$ cat config.mk
export PLATFORM = sky130hd
export DESIGN_NAME = qupls_prec_sequencer
export DESIGN_NICKNAME = d
export VERILOG_FILES = /design/src/rtl/qupls_prec_sequencer.sv
export SDC_FILE = /design/constraint.sdc
export NUM_CORES = 1
export LEC_CHECK = 0
export CORE_AREA = 4 4 234 236
export DETAILED_ROUTE_END_ITERATION = 7
export DIE_AREA = 0 0 238 240
export HOLD_SLACK_MARGIN = 0.05
export PLACE_DENSITY = 0.65
export SYNTH_ARGS = -nofsm -noshare
export SYNTH_HDL_FRONTEND = slang
export SYNTH_SLANG_ARGS = --single-unit
$ cat constraint.sdc
create_clock -name clk -period 2.44 [get_ports clk]
set_clock_uncertainty 0.1 [all_clocks]
set_input_delay 0.488 -clock clk [delete_from_list [all_inputs] [get_ports clk]]
set_output_delay 0.488 -clock clk [all_outputs]
set_load 0.01 [all_outputs]
$ cat src/rtl/qupls_prec_sequencer.sv
// Precision sequencer: runs one 64-bit ALU beat (two for hexi) per op and extends the result.
// Define QUPLS_PREC_SEQ_SIGNEXT_EN to sign-extend sub-hexi results (default zero-extends).
module qupls_prec_sequencer #(
  parameter int TAG_WID = 5
) (
  input  logic               clk,
  input  logic               rst_n,
  input  logic               i_valid,
  output logic               i_ready,
  input  logic [2:0]         i_prec,
  input  logic [1:0]         i_op,
  input  logic [127:0]       i_a,
  input  logic [127:0]       i_b,
  input  logic [TAG_WID-1:0] i_tag,
  input  logic               i_flush,
  output logic               alu_valid,
  output logic [1:0]         alu_op,
  output logic [63:0]        alu_a,
  output logic [63:0]        alu_b,
  output logic               alu_cin,
  output logic               alu_hi,
  input  logic               alu_done,
  input  logic [63:0]        alu_res,
  input  logic               alu_cout,
  output logic               o_valid,
  input  logic               o_ready,
  output logic [127:0]       o_res,
  output logic [TAG_WID-1:0] o_tag,
  output logic [2:0]         o_prec
);

`ifdef QUPLS_PREC_SEQ_SIGNEXT_EN
  localparam bit SEXT = 1'b1;
`else
  localparam bit SEXT = 1'b0;
`endif

  localparam logic [1:0] OP_ADD = 2'd0;
  localparam logic [1:0] OP_SUB = 2'd1;
  localparam logic [2:0] P_HEXI = 3'd4;

  typedef enum logic [1:0] {IDLE, LO, HI, DONE} state_t;

  state_t               state, state_n;
  logic [1:0]           op_q;
  logic [2:0]           prec_q;
  logic [127:0]         a_q, b_q;
  logic [TAG_WID-1:0]   tag_q;
  logic                 carry_q;
  logic [63:0]          res_lo, res_hi;
  logic [127:0]         ext;
  logic                 accept;
  logic                 lo_done, hi_done;

  assign accept  = i_valid & i_ready;
  assign lo_done = (state == LO) & alu_done & ~i_flush;
  assign hi_done = (state == HI) & alu_done & ~i_flush;

  always_ff @(posedge clk or negedge rst_n) begin
    if (!rst_n) state <= IDLE;
    else        state <= state_n;
  end

  always_comb begin
    state_n = state;
    unique case (state)
      IDLE: if (accept) state_n = LO;
      LO: begin
        if (i_flush)       state_n = IDLE;
        else if (alu_done) state_n = (prec_q == P_HEXI) ? HI : DONE;
      end
      HI: begin
        if (i_flush)       state_n = IDLE;
        else if (alu_done) state_n = DONE;
      end
      DONE: if (i_flush || o_ready) state_n = IDLE;
      default: state_n = IDLE;
    endcase
  end

  always_ff @(posedge clk or negedge rst_n) begin
    if (!rst_n) begin
      op_q    <= '0;
      prec_q  <= '0;
      a_q     <= '0;
      b_q     <= '0;
      tag_q   <= '0;
      carry_q <= 1'b0;
      res_lo  <= '0;
      res_hi  <= '0;
    end else begin
      if (accept) begin
        op_q   <= i_op;
        prec_q <= i_prec;
        a_q    <= i_a;
        b_q    <= i_b;
        tag_q  <= i_tag;
      end
      // logic ops never chain a carry into the high beat
      if (lo_done) begin
        res_lo  <= alu_res;
        carry_q <= alu_cout & ((op_q == OP_ADD) | (op_q == OP_SUB));
      end
      if (hi_done) res_hi <= alu_res;
    end
  end

  always_comb begin
    unique case (prec_q)
      3'd0:    ext = {{120{SEXT & res_lo[7]}}, res_lo[7:0]};
      3'd1:    ext = {{112{SEXT & res_lo[15]}}, res_lo[15:0]};
      3'd2:    ext = {{96{SEXT & res_lo[31]}}, res_lo[31:0]};
      3'd4:    ext = {res_hi, res_lo};
      default: ext = {{64{SEXT & res_lo[63]}}, res_lo};
    endcase
  end

  always_comb begin
    i_ready   = 1'b0;
    alu_valid = 1'b0;
    alu_op    = '0;
    alu_a     = '0;
    alu_b     = '0;
    alu_cin   = 1'b0;
    alu_hi    = 1'b0;
    o_valid   = 1'b0;
    o_res     = '0;
    o_tag     = '0;
    o_prec    = '0;
    unique case (state)
      IDLE: i_ready = rst_n & ~i_flush;
      LO: begin
        alu_valid = 1'b1;
        alu_op    = op_q;
        alu_a     = a_q[63:0];
        alu_b     = b_q[63:0];
        alu_cin   = (op_q == OP_SUB);
      end
      HI: begin
        alu_valid = 1'b1;
        alu_op    = op_q;
        alu_a     = a_q[127:64];
        alu_b     = b_q[127:64];
        alu_cin   = carry_q;
        alu_hi    = 1'b1;
      end
      DONE: begin
        o_valid = 1'b1;
        o_res   = ext;
        o_tag   = tag_q;
        o_prec  = prec_q;
      end
      default: ;
    endcase
  end

endmodule

# Word level (Yosys, flattened, before mapping)
# Index checks and enable logic that the tools add are counted.
# word_totals
reg_bits,397
inputBits,337
word_cells,55
output_inout_bits,271
# classes
n_reduce_logical,6
bitwise,9
eq_ne,11
muxes,20
# op_table
operator,count
case mux 128 bit (4 select lines),1
case mux 64 bit (2 select lines),2
two-way mux 128 bit,1
two-way mux 2 bit,7
case mux 2 bit (4 select lines),1
AND 1 bit,7
!= test 3 bit (second input constant),2
two-way mux 1 bit,5
two-way mux 5 bit,1
equality test 2 x 1 -> 1 bit (second input constant),2
equality test 2 bit (second input constant),2
logical NOT 2 bit,2
!= test 2 bit (second input constant),2
AND reduction 4 bit,1
equality test 3 x 1 -> 1 bit (second input constant),1
equality test 3 x 2 -> 1 bit (second input constant),1
equality test 3 bit (second input constant),1
logical NOT 3 bit,1
two-way mux 3 bit,1
case mux 1 bit (2 select lines),1
OR reduction 2 bit,1
logical OR 1 bit,1
inverter 1 bit,1
bitwise OR 1 bit,1

# Depth between registers and ports, before layout
# Gate-level depths: netlist of the first run.
# logic_depth
word_depth,6
mapped_depth,8
mapped_depth_nobuf,5

# Worst setup path after synthesis of the first run
# Ideal clock, no wire load.
# synth_timing
path_kind,reg-to-output
startpoint,register state[0]
endpoint,output alu_a[11]
path_stages_with_launch,8
path_slack_ns,0.163
arrival_ns,1.689
required_ns,1.852
n_path_buf,3
cell_sequence,dfrtp_1 inv_1 ha_1 buf_2 clkbuf_1 clkbuf_1 a22oi_1 nor2b_1
# synth_via
elab_chain_cells,2
# synth_lines
element,line,source
"start, declared",44,"state_t state, state_n;"
"start signal, assigned",61,else state <= state_n;
equality test 2 bit or equality test 2 x 1 -> 1 bit (tied branches),130,unique case (state)
case mux 64 bit (2 select lines) *,130,
"end, declared",18,"output logic [63:0] alu_a,"
# Every way passes the cells marked *; elsewhere a longest branch is shown, timed or not.

# Final worst setup path of the first run
# layout_timing
startpoint,register state[0]
endpoint,output o_res[126]
# layout_via
elab_chain_cells,2
# layout_lines
element,line,source
equality test 2 bit,130,
two-way mux 128 bit,130,
"end, declared",27,"output logic [127:0] o_res,"
# Every way passes these cells.

==> flow_summary_export.csv, run 1 <==
group,metric,value,unit
outcome,status,"finished, violations left",
outcome,violations,"setup timing",
clock_network,tritoncts_num_sinks,397,
cells_and_area,non_filler_instance_count_after_layout,2799,
critical_path,cp_data_arrival_time,2.26,ns
cells_and_area,share_of_post_route_cells_with_drive_strength_above_1,56.2,%
clock_network,number_of_levels_the_h_tree_was_split_into,2,
critical_path,critPathLaunchType,"flop",
detailed_routing,via_per_inst,4.88,
sta,timing.final.hold_violations,0,
yosys,post_synth_main_area_contributors,"sky130_fd_sc_hd__dfrtp_1, sky130_fd_sc_hd__mux2_2, sky130_fd_sc_hd__a22oi_1, sky130_fd_sc_hd__and2_1, sky130_fd_sc_hd__nor2b_1",
yosys,number_of_storage_elements_in_the_synthesis_netlist,397,
placed_design,gp_congestion,0.839,
power_and_ir_drop,intPower,22.7,mW
grt,global_route.usage.total,21.7,%
cells_and_area,area.sequential,0.00993,mm^2
critical_path,cp_data_required_time,1.85,ns
grt,grt_pass1_wl,94200,um
critical_path,path_buf_inv,5,
detailed_routing,drt_iter0_drc,490,
die,initial_core_util,34.1,%
power_and_ir_drop,powerDensity,1160,mW/mm^2
power_and_ir_drop,comb_power_share,43.8,%
yosys,synth_cells,1317,
grt,grt.overflow.total,0,
power_and_ir_drop,net-switching-power,11.0,mW
cells_and_area,nets,2415,
sta,rsz0062_at_grt,"true",
yosys,unique_masters_post_synth,31,
sta,hold-worst-slack,0.261,ns
critical_path,ff2ff_path_depth,8,
sta,tightestPinTransition,0.861,ns
clock_network,cts.root.buffer_cell,"sky130_fd_sc_hd__clkbuf_16",
critical_path,slowest_cp_cell,"sky130_fd_sc_hd__dfrtp_1",
sta,layout_worst_path_cycle_share,117,%
critical_path,critPathKind,"flop to primary output",
critical_path,critical_path.top_delay_family,"buffers and inverters",
critical_path,worst-path-stages,9,
clock_network,clock_pin_slew_worst_setup_and_hold_paths,0.06,ns
yosys,yosys.area.top_type_share,55.5,%
critical_path,worstPathCellList,"ha_2 -> and2_4 -> nor3b_4 -> buf_6 -> buf_12 -> buf_8 -> buf_16 -> and2_4 -> buf_6",
sta,clock.fmax,352,MHz
die,die_x,238,um
sta,timing.slew.headroom,42.6,%
grt,via_count_of_the_first_global_routing_pass,14900,
power_and_ir_drop,power.leakage,12.8,nW
clock_network,tritoncts.num_buffers,45,
sta,finalWorstPathRequiredPeriod,2.84,ns
detailed_routing,detailedRoute.firstPassIterationCount,4,
placed_design,placedCellCount,2593,
detailed_routing,dr_drc_count,0,
detailed_routing,antenna_violating_nets_post_route,0,
placed_design,place.port_buffers,607,
critical_path,crit_path_max_fanout,6,
cells_and_area,area_growth_syn_to_layout,61.9,%
run,timing.max_cap.violations,0,
die,io_pins,608,
yosys,yosysTopAreaCell,"sky130_fd_sc_hd__dfrtp_1",
yosys,mappedNetlistArea,0.0179,mm^2
clock_network,clock_tree_from_tritoncts,"built",
worst_hold_path,timing.hold.worst.class,"primary input to async pin",
yosys,synth_seq_area_share,55.5,%
detailed_routing,finalWirelength,65000,um
detailed_routing,via_count,13700,
die,core,0.0524,mm^2
cells_and_area,number_of_fill_cells,4388,
sta,postLayoutSetupSlackWorst,-0.403,ns
detailed_routing,drt-wirelength-per-cell,23.2,um
grt,antenna_found_initial,11,
power_and_ir_drop,power.sequential.fraction,36.1,%
yosys,yosysWarningCount,0,
yosys,syn-num-nets,1658,
die,floorplan.die.height,240,um
power_and_ir_drop,switching_share,32.7,%
sta,timing.final.setup_violations,267,
sta,final-max-slew-violation-count,0,
power_and_ir_drop,ir_drop,0.000677,V
cells_and_area,commonest_cells_after_routing_fill_and_taps_aside,"sky130_fd_sc_hd__dfrtp_1, sky130_fd_sc_hd__mux2_2, sky130_fd_sc_hd__clkdlybuf4s50_1",
clock_network,cts_max_path_buffers,3,
power_and_ir_drop,clock_power_share,20.2,%
cells_and_area,multiInputGateArea,0.00832,mm^2
die,design.die.area,0.0571,mm^2
critical_path,crit_path_max_incr_delay,0.41,ns
placed_design,detailedPlacementHpwl,43500,um
cells_and_area,leading_cell_type_in_the_layout_fill_and_taps_excluded,"sky130_fd_sc_hd__dfrtp_1",
critical_path,worstSetupEndpointType,"primary output",
power_and_ir_drop,totalPowerFinal,33.7,mW
clock_network,clk_latency,0.56,ns
yosys,synth_area_per_cell,13.6,um^2
grt,maximum_number_of_pins_on_one_net_before_global_route_repair,143,
die,floorplan.rows,84,
## final timing paths
kind	to	slack (ns)	start
setup reg to reg	state[0]	0.22	state[1]
max in group asynchronous	res_hi[43]	0.61	rst_n
min in group clk	res_lo[32]	0.40	res_lo[32]
hold / removal	a_q[108]	0.26	rst_n
hold reg to reg	res_lo[32]	0.40	res_lo[32]
setup / recovery	o_res[126]	-0.40	state[0]
## worst register-to-register path: cells and delay by family (launching register included)
family | cells | cell delay, ns
DFF | 1 | 0.41
adders and majority gates | 1 | 0.20
buffers and inverters | 4 | 0.57
and+or+nand+nor | 1 | 0.32
AOI/OAI and AO/OA | 2 | 0.51
## registers in the layout (all words and copies together) (netlist names)
signal	cells
res_hi	64
carry_q	1
prec_q	3
res_lo	64
op_q	2
state	2
a_q	128
b_q	128
tag_q	5
## synthesized netlist by cell type (all sizes together)
master,number
o21ai,1
nor2,3
nand4b,1
buf,54
or2,1
clkbuf,45
a21oi,1
nand2,3
nand3b,2
a32oi,1
nor2b,130
o32a,1
o32ai,1
o31a,1
o21a,1
mux2,394
a22oi,128
nor3b,2
a21o,1
dfrtp,397
inv,3
and2,138
nor4b,1
a221oi,1
ha,4
nand2b,1
nor3,1
## stage by stage
step           utilization [%]  setup TNS [ns]  instance area (um^2)  setup slack [ns]
2_1_floorplan                -               0                 17900             0.163
6_report                  55.3          -69.28                 29000            -0.403
3_5_place_dp              48.1          -15.19                 25200            -0.241
3_3_place_gp              48.1          -11.59                 25200            -0.272
4_1_cts                   54.2          -75.93                 28400            -0.449
5_1_grt                   55.3          -92.29                 29000            -0.495
## power groups by stage
| stage | registers [mW] | clock network (mW) | logic [mW] |
|---|---|---|---|
| global placement | 11.7 | 0 | 11.4 |
| detailed placement | 11.8 | 0 | 11.6 |
| floorplan | 11.0 | 0 | 6.67 |
| global route | 12.5 | 7.25 | 15.8 |
| CTS | 12.1 | 6.94 | 14.3 |
| finish | 12.2 | 6.80 | 14.8 |
## cell families after synthesis
group | share of synthesized area, %
adder cells (fa/ha/maj) | 0.280
AO/OA/AOI/OAI | 5.79
buffers and inverters | 3.64
AND/OR/NAND/NOR | 10.0
flip-flops | 55.5
multiplexers | 24.8
## layout make-up
class	count	share of cell area, %
repair buffers	809	28.9
inverters	3	0.0389
clock buffers	67	4.59
clock inverters	11	0.462
diodes	6	0.0518
multi-input cells	818	28.7
flip-flops and latches	397	34.3
well taps	688	2.97
## layer usage
metal	share of wire [%]	global-route usage, %	vias to the layer above
met5	0.12	0	-
met4	2.2	6.03	12
met3	8.7	7.89	92
met2	51	38.4	475
met1	38	24.8	6892
li1	-	-	6180
## what timing repair did
item | in CTS | in global routing
gates resized for setup | 1385 | 141
cloned | 24 | 4
pin swaps | 58 | 43
buffers inserted | 76 | 25
hold buffers | 1 | 0
endpoints found under the setup margin | 271 | 263
endpoints found under the hold margin | 52 | 0
No activity file was read; power rests on OpenSTA's default activity.
==> run 2: changes to the inputs <==
--- a/config.mk
+++ b/config.mk
@@ -5,11 +5,11 @@
 export SDC_FILE = /design/constraint.sdc
 export NUM_CORES = 1
 export LEC_CHECK = 0
-export CORE_AREA = 4 4 234 236
+export CORE_MARGIN = 4
+export CORE_UTILIZATION = 31
 export DETAILED_ROUTE_END_ITERATION = 7
-export DIE_AREA = 0 0 238 240
 export HOLD_SLACK_MARGIN = 0.05
-export PLACE_DENSITY = 0.65
+export PLACE_DENSITY = 0.6
 export SYNTH_ARGS = -nofsm -noshare
 export SYNTH_HDL_FRONTEND = slang
 export SYNTH_SLANG_ARGS = --single-unit
==> run 2 against run 1 <==
  * The run still ends with setup timing left
  * Global-route usage decreased by 1.5 points
  * Routed wire length is 3.5% higher
  * Sequential share of layout area is 0.17 points lower
  * Largest cell class unchanged
==> flow_summary_export.csv, run 2 (synthesis results as in run 1) <==
group,metric,value,unit
sta,tightestPinTransition,1.03,ns
placed_design,gp_congestion,0.834,
die,core,0.0568,mm^2
grt,maximum_number_of_pins_on_one_net_before_global_route_repair,165,
sta,rsz0062_at_grt,"true",
clock_network,clk_latency,0.57,ns
grt,grt.overflow.total,0,
critical_path,cp_data_arrival_time,2.22,ns
die,io_pins,608,
critical_path,regToRegEndpoint,"res_hi[18]",
placed_design,place_worst_setup_slack,-0.306,ns
critical_path,cp_data_required_time,1.85,ns
detailed_routing,via_per_inst,4.79,
detailed_routing,detailedRoute.firstPassIterationCount,4,
critical_path,crit_path_max_incr_delay,0.41,ns
cells_and_area,area_growth_syn_to_layout,62.7,%
outcome,violations,"setup timing",
die,floorplan.die.height,248,um
power_and_ir_drop,power.leakage,12.8,nW
clock_network,cts_max_path_buffers,3,
worst_hold_path,whs_endpoint,"carry_q",
sta,clock.fmax,357,MHz
power_and_ir_drop,switching_share,32.9,%
cells_and_area,share_of_post_route_cells_with_drive_strength_above_1,55.9,%
critical_path,reg2reg_from,"state[1]",
cells_and_area,nets,2379,
placed_design,detailedPlacementHpwl,44100,um
cells_and_area,leading_cell_type_in_the_layout_fill_and_taps_excluded,"sky130_fd_sc_hd__dfrtp_1",
sta,finalWorstPathRequiredPeriod,2.80,ns
detailed_routing,via_count,13600,
sta,timing.slew.headroom,31.4,%
power_and_ir_drop,intPower,23.5,mW
die,die_x,248,um
run,timing.max_cap.violations,0,
clock_network,tritoncts.num_buffers,46,
critical_path,reg2reg_setup_slack,0.14,ns
sta,timing.final.setup_violations,259,
power_and_ir_drop,powerDensity,1200,mW/mm^2
critical_path,ff2ff_path_depth,9,
critical_path,slowest_cp_cell,"sky130_fd_sc_hd__dfrtp_2",
clock_network,cts.root.buffer_cell,"sky130_fd_sc_hd__clkbuf_16",
power_and_ir_drop,clock_power_share,19.5,%
grt,antenna_found_initial,20,
clock_network,number_of_levels_the_h_tree_was_split_into,2,
power_and_ir_drop,power.sequential.fraction,34.3,%
clock_network,clock_pin_slew_worst_setup_and_hold_paths,0.06,ns
sta,postLayoutSetupSlackWorst,-0.363,ns
clock_network,tritoncts_num_sinks,397,
worst_hold_path,timing.hold.worst.class,"primary input to flop",
die,initial_core_util,31.5,%
critical_path,worstPathCellList,"inv_2 -> buf_6 -> ha_4 -> buf_12 -> clkbuf_16 -> nor2b_2 -> clkdlybuf4s15_2",
sta,layout_worst_path_cycle_share,115,%
critical_path,critical_path.top_delay_family,"buffers and inverters",
detailed_routing,drt_iter0_drc,545,
power_and_ir_drop,net-switching-power,11.6,mW
critical_path,worstSetupEndpointType,"primary output",
die,floorplan.rows,87,
outcome,status,"finished, violations left",
placed_design,place.port_buffers,607,
cells_and_area,largestRegisters,"a_q: 128 flops, b_q: 128 flops",
die,design.die.area,0.0617,mm^2
sta,final-max-slew-violation-count,0,
cells_and_area,commonest_cells_after_routing_fill_and_taps_aside,"sky130_fd_sc_hd__dfrtp_1, sky130_fd_sc_hd__mux2_2, sky130_fd_sc_hd__clkdlybuf4s50_1",
critical_path,critPathKind,"flop to primary output",
grt,global_route.usage.total,20.2,%
clock_network,clock_tree_from_tritoncts,"built",
critical_path,crit_start,"state[0]",
detailed_routing,drt-wirelength-per-cell,23.7,um
detailed_routing,dr_drc_count,0,
power_and_ir_drop,ir_drop,0.000680,V
critical_path,crit_path_max_fanout,15,
grt,grt_pass1_wl,94300,um
power_and_ir_drop,comb_power_share,46.2,%
grt,via_count_of_the_first_global_routing_pass,14800,
detailed_routing,finalWirelength,67300,um
power_and_ir_drop,totalPowerFinal,35.1,mW
worst_hold_path,hp-start,"alu_cout",
sta,timing.final.hold_violations,0,
worst_hold_path,whs_path_depth,3,
detailed_routing,antenna_violating_nets_post_route,0,
critical_path,critPathLaunchType,"flop",
critical_path,path_buf_inv,5,
placed_design,placedCellCount,2664,
cells_and_area,non_filler_instance_count_after_layout,2838,
[run 2: changes by cell type in the layout (fill, tap and decap cells not counted), moves of 14 or more]
| cell | change |
|---|---|
| sky130_fd_sc_hd__a22oi_1 | +30 |
| sky130_fd_sc_hd__and2_4 | -28 |
| sky130_fd_sc_hd__nor2b_2 | +16 |
| sky130_fd_sc_hd__buf_4 | -34 |
| sky130_fd_sc_hd__buf_6 | +24 |
| sky130_fd_sc_hd__a22oi_2 | -30 |
| sky130_fd_sc_hd__nor2b_1 | -71 |
| sky130_fd_sc_hd__clkbuf_16 | +14 |
| sky130_fd_sc_hd__buf_12 | -19 |
| sky130_fd_sc_hd__clkbuf_2 | +48 |
| sky130_fd_sc_hd__buf_2 | -67 |
| sky130_fd_sc_hd__and2_1 | +28 |
| sky130_fd_sc_hd__nor2b_4 | +55 |
[run 2: what timing repair did]
| item | 4_1_cts | 5_1_grt |
|---|---|---|
| cloned | 16 | 20 |
| pin swaps | 12 | 97 |
| endpoints found under the setup margin | 271 | 271 |
| hold endpoints to repair | 169 | 0 |
| setup buffers | 28 | 25 |
| gates resized for setup | 866 | 642 |
| hold buffers | 1 | 0 |
[run 2: worst max path at each step]
| stage | endpoint | slack [ns] | cells after the start |
|---|---|---|---|
| after floorplan | alu_a[11] | 0.16 | 7 |
| after global placement | alu_b[40] | -0.29 | 6 |
| after detailed placement | alu_b[40] | -0.31 | 6 |
| after CTS | o_res[64] | -0.48 | 8 |
| after global routing | alu_a[5] | -0.44 | 7 |
| final | alu_a[29] | -0.36 | 7 |
[run 2: layout make-up]
cell class / count / area (um^2)
fillers: 4938 / 27700
flip-flops and latches: 397 / 9940
multi-input cells: 818 / 8580
repair buffers: 772 / 8130
clock buffers: 76 / 1420
well taps: 756 / 946
clock inverters: 7 / 88.8
diodes: 9 / 22.5
inverters: 3 / 13.8
[run 2: power groups by stage]
stage          Clock [mW]  Combinational [mW]  Sequential (mW)
2_1_floorplan           0                6.67             11.0
3_3_place_gp            0                11.7             11.6
3_5_place_dp            0                11.9             11.8
4_1_cts              7.05                14.2             11.8
5_1_grt              7.31                17.3             12.4
6_report             6.84                16.2             12.0
[run 2: metal layers]
metal | vias to the layer above | track usage (%) | wire length [um] | part of all wire [%]
li1 | 6115 | - | - | -
met4 | 20 | 5.64 | 1600 | 2.4
met5 | - | 0 | 139 | 0.21
met1 | 6836 | 23.7 | 25600 | 38
met2 | 517 | 34.6 | 33900 | 50
met3 | 116 | 7.88 | 6160 | 9.1
[run 2: per-stage QoR]
stage          TNS (ns)  area [um^2]  hold slack, ns  util [%]
6_report         -59.28        29100           0.394      51.3
5_1_grt          -83.60        29100           0.396      51.2
4_1_cts          -97.55        27700           0.334      48.8
3_5_place_dp     -19.95        25300           0.377      44.6
3_3_place_gp     -14.31        25300           0.375      44.6
2_1_floorplan         0        17900          0.0924         -
[run 2: worst register-to-register path, cell delays in order (launching register included)]
cell,delay [ns]
sky130_fd_sc_hd__dfrtp_2,0.45
sky130_fd_sc_hd__buf_6,0.14
sky130_fd_sc_hd__ha_4,0.20
sky130_fd_sc_hd__buf_6,0.15
sky130_fd_sc_hd__clkbuf_16,0.15
sky130_fd_sc_hd__buf_4,0.13
sky130_fd_sc_hd__nand3b_1,0.12
sky130_fd_sc_hd__buf_12,0.21
sky130_fd_sc_hd__buf_4,0.20
sky130_fd_sc_hd__mux2_2,0.35
